`config.mk`:
```
export PLATFORM = sky130hd
export DESIGN_NAME = alu
export DESIGN_NICKNAME = d
export VERILOG_FILES = /design/src/rtl/alu.sv
export SDC_FILE = /design/constraint.sdc
export NUM_CORES = 1
export LEC_CHECK = 0
export CAP_MARGIN = 5
export CORE_MARGIN = 5
export CORE_UTILIZATION = 40
export DETAILED_ROUTE_END_ITERATION = 16
export PLACE_DENSITY_LB_ADDON = 0.12
export SYNTH_ARGS = -nofsm -noshare
export SYNTH_HDL_FRONTEND = slang
export SYNTH_SLANG_ARGS = --single-unit
```
`constraint.sdc`:
```
create_clock -name clk -period 4.85 [get_ports clk]
set_input_delay 0.485 -clock clk [delete_from_list [all_inputs] [get_ports clk]]
set_output_delay 0.485 -clock clk [all_outputs]
set_load 0.01 [all_outputs]
```
`src/rtl/alu.sv`:
```
// rtl/alu.sv - XLEN-bit integer ALU with registered copies of its outputs; shifts built only under ALU_SHIFT_EN
package riscv_32i_defs_pkg;
   typedef enum logic [3:0] {
      ALU_AND  = 4'b0000,
      ALU_OR   = 4'b0001,
      ALU_ADD  = 4'b0010,
      ALU_XOR  = 4'b0011,
      ALU_SLL  = 4'b0100,
      ALU_SRL  = 4'b0101,
      ALU_SUB  = 4'b0110,
      ALU_SRA  = 4'b0111,
      ALU_SLT  = 4'b1000,
      ALU_SLTU = 4'b1001
   } alu_op_t;
endpackage


module alu
   import riscv_32i_defs_pkg::*;
#(
   parameter int XLEN = 32
) (
   input  logic            clk,
   input  logic            rst_n,
   input  alu_op_t         alu_op,
   input  logic [XLEN-1:0] in_a,
   input  logic [XLEN-1:0] in_b,
   output logic [XLEN-1:0] result,
   output logic            zero,
   output logic            op_err,
   output logic [XLEN-1:0] result_q,
   output logic            zero_q,
   output logic            op_err_q
);

   logic [XLEN-1:0] result_d;
   logic            zero_d;
   logic            op_err_d;

`ifdef ALU_SHIFT_EN
   // Only the low five bits of operand B select the shift distance
   logic [4:0] shamt;
   assign shamt = in_b[4:0];
`endif

   // Operation decode; any encoding not built into this configuration yields 0 and raises op_err
   always_comb begin
      result_d = '0;
      op_err_d = 1'b0;
      case (alu_op)
         ALU_AND:  result_d = in_a & in_b;
         ALU_OR:   result_d = in_a | in_b;
         ALU_XOR:  result_d = in_a ^ in_b;
         ALU_ADD:  result_d = in_a + in_b;
         ALU_SUB:  result_d = in_a - in_b;
         ALU_SLT:  result_d = {{(XLEN-1){1'b0}}, ($signed(in_a) < $signed(in_b))};
         ALU_SLTU: result_d = {{(XLEN-1){1'b0}}, (in_a < in_b)};
`ifdef ALU_SHIFT_EN
         ALU_SLL:  result_d = in_a << shamt;
         ALU_SRL:  result_d = in_a >> shamt;
         ALU_SRA:  result_d = $unsigned($signed(in_a) >>> shamt);
`endif
         default:  op_err_d = 1'b1;
      endcase
      zero_d = (result_d == '0);
   end

   assign result = result_d;
   assign zero   = zero_d;
   assign op_err = op_err_d;

   // Output register loads every cycle; reset forces the "result is zero, no error" state
   always_ff @(posedge clk or negedge rst_n) begin
      if (!rst_n) begin
         result_q <= '0;
         zero_q   <= 1'b1;
         op_err_q <= 1'b0;
      end else begin
         result_q <= result_d;
         zero_q   <= zero_d;
         op_err_q <= op_err_d;
      end
   end

endmodule

```
==> results.yml <==
sta:
  finalHoldWorstSlack_ns: 0.317
  slew-limit-headroom: 0.402
  final-setup-viol-count: 0
  fmaxAchievable_mhz: 210
  setup-tns-final_ns: 0
  period_minus_slack_ns: 4.77
  layout_worst_path_cycle_share: 0.983
  drv_slew: 0
  hold_viol: 0
  worst_pin_slew_ns: 0.897
setup_path:
  worstSetupPathDepth: 15
  critical_path.max_fanout: 4
  endpoint: "zero"
  delay_of_the_slowest_critical_path_stage_ns: 0.53
  setup.worst_path.class: "in2out"
  crit_path_cell_trace: "clkdlybuf4s50_1 > inv_2 > ha_4 > or2_4 > nor4_4 > a211oi_4 > a211oi_4 > buf_4 > o21ai_2 > mux2_4 > a221oi_4 > o211ai_1 > or4_4 > nor4_4 > buf_2"
  cp_startpoint_kind: "input port"
  critical_path.startpoint: "in_b[14]"
  worst_ep_arrival_time_ns: 4.28
  worstSetupEndpointType: "primary output"
  critical_path.top_delay_family: "simple AND/OR/NAND/NOR gates"
  critical_path_buf_inv_count: 4
  worstPathRequired_ns: 4.37
  worst_path_max_delay_cell: "or4_4"
yosys:
  syn_area_sq_um: 6410
  async_set_or_reset_flop_fraction_in_the_synthesized_netlist: 1.00
  share_of_the_yosys_chip_area_belonging_to_registers: 0.133
  gate_count_after_technology_mapping: 864
  ys_seq_elements: 34
  syn_avg_cell_area_sq_um: 7.42
  synth_nets: 1032
  synth_enable_flop_cells: 0
  synth_flop_cell: "dfrtp_1"
  netlist-cell-type-count: 94
  yosysWarnings: 0
detailed_routing:
  post_drt_wl_per_cell_microns: 19.6
  num_vias: 8521
  vias_per_cell: 5.67
  detail_route.wirelength_microns: 29500
  drt_first_iter_violations: 891
  final_antenna_net_count: 0
  post-route-drc-count: 0
  met3WireLength_microns: 3100
  wirelength_met1_microns: 12500
  routed.top_layer: "met4"
  drt_first_pass_iters: 6
  met2_wirelength_microns: 13000
layout:
  layout-drive-gt1-share: 0.391
  fin_util: 0.707
  post-route-cell-area_sq_um: 11200
  antenna_cells: 0
  final_cell_count_no_fill: 1504
  area_growth_pct: 74.6
  final_net_count: 1455
cts:
  cts.sinks: 34
  h-tree-depth: 2
  cts_tree: "yes"
  clock_path_buffers: 2
  post_cts_hold_buffer_count: 0
  cell_chosen_for_the_clock_root: "clkbuf_16"
  cts-buffers-inserted: 5
  clk_pin_slew_worst_paths_ns: 0.07
hold_path:
  hold_class: "in2async"
status:
  status: "finished, final reports clean"
floorplanning:
  die_h_microns: 137
  io-pin-count: 138
  design.core.area_sq_um: 15800
  fp.dieArea_sq_um: 18700
  placementRows: 46
  die_w_microns: 137
  initial_core_util: 0.405
grt:
  grt_start_max_net_pins: 35
  first_pass_grt_wire_length_microns: 43900
  grt_overflow: 0
  combined_global_route_utilization_of_all_metal_layers: 0.303
  number_of_global_route_vias_before_repair: 8074
  grt_antenna_before_repair: 0
pwr:
  leakage_nw: 5.33
  vdd_ir_max_mv: 0.149
  power_density_nw_per_um2: 190
placed_design:
  final_replace_weighted_congestion: 1.02
  dpl.cell_count: 1466
  io_buffers: 137
  post-dp-hpwl_microns: 23200
  post_dp_cell_area_sq_um: 10000
job:
  number_of_violations_of_the_max_capacitance_limit: 0
state kept, by name, indices dropped and copies added, names as in the netlist:
register	cells
op_err_q	1
zero_q	1
result_q	32
synthesized netlist by cell type, types with 5 or more instances:
cell type	count	area (sq um)
mux2i_1	14	140
nor3b_1	6	45.0
inv_2	8	30.0
buf_4	5	37.5
or3_1	12	75.1
nor3_1	20	100
nand3b_1	5	37.5
buf_2	13	65.1
o21bai_1	7	52.6
ha_1	96	1200
nand3_1	23	115
xnor2_1	7	61.3
o211ai_1	12	90.1
o2111ai_1	6	52.6
nor2b_1	9	56.3
inv_1	95	357
nor4_1	9	56.3
nand2_1	56	210
a21oi_1	75	375
nor2_1	75	282
o31ai_1	7	52.6
or2_2	5	31.3
a21o_1	11	82.6
or4_1	5	37.5
a31oi_1	5	31.3
nand4_1	10	62.6
o21ai_0	53	265
a21oi_2	5	43.8
a211o_1	5	43.8
a221oi_1	7	61.3
clkbuf_1	19	71.3
and3_1	7	43.8
a211oi_1	9	67.6
nand2b_1	14	87.6
dfrtp_1	33	826
o21ai_1	5	25.0
cell families after synthesis:
logic type,synth area share
adders and majority gates,0.194
and+or+nand+nor,0.220
DFF,0.133
AOI/OAI and AO/OA,0.320
xor gates and xnor gates,0.0123
muxes,0.0254
buffers and inverters,0.0959
report_power, final:
| part | switching [mW] | leakage, nW | internal (mW) |
|---|---|---|---|
| Sequential | 0.00819 | 0.435 | 0.315 |
| Combinational | 0.677 | 4.80 | 0.684 |
| Clock | 0.149 | 0.0940 | 0.296 |
| Total | 0.834 | 5.33 | 1.30 |
worst min path at each step:
stage | to | cells after the start | slack, ns
5_1_grt | result_q[28] | 1 | 0.38
3_5_place_dp | result_q[25] | 1 | 0.64
4_1_cts | result_q[28] | 1 | 0.33
2_1_floorplan | op_err_q | 0 | 0.19
6_report | result_q[28] | 1 | 0.32
3_3_place_gp | result_q[25] | 1 | 0.63
cell type report:
type / instances / area [sq um]
multi-input cells: 682 / 5630
clock inverters: 3 / 68.8
repair buffers: 461 / 3850
inverters: 103 / 389
fillers: 1301 / 4640
well taps: 216 / 270
flip-flops and latches: 34 / 852
clock buffers: 5 / 125
stage by stage:
stage               setup WS (ns)  power [mW]
floorplan                   0.683       0.855
global placement           -0.716        1.51
detailed placement         -0.719        1.51
CTS                      0.000435        2.04
global route              -0.0410        2.23
finish                     0.0811        2.13
metal layers:
metal | vias to the layer above | global-route usage
met5 | - | 0
li1 | 3971 | -
met2 | 552 | 0.481
met3 | 78 | 0.0489
met4 | 0 | 0.104
met1 | 3920 | 0.416
repair_timing:
item / in CTS / in global routing
resized for setup: 101 / 105
cloned: 0 / 0
pin swaps: 39 / 37
endpoints found under the setup margin: 2 / 3
hold endpoints to repair: 0 / 0
setup buffers: 19 / 13
placed cells by master (no fill, tap or decap), types with 16 or more instances in the layout:
master	netlist	final
inv_1	95	68
buf_4	5	314
dfrtp_1	33	33
o21ai_0	53	42
nand2_1	56	54
nor2_1	75	69
a21oi_1	75	63
clkdlybuf4s50_1	0	108
nand3_1	23	21
ha_4	0	19
inv_2	8	34
nor3_1	20	16
ha_1	96	71
(Power assumes the default switching activity.)
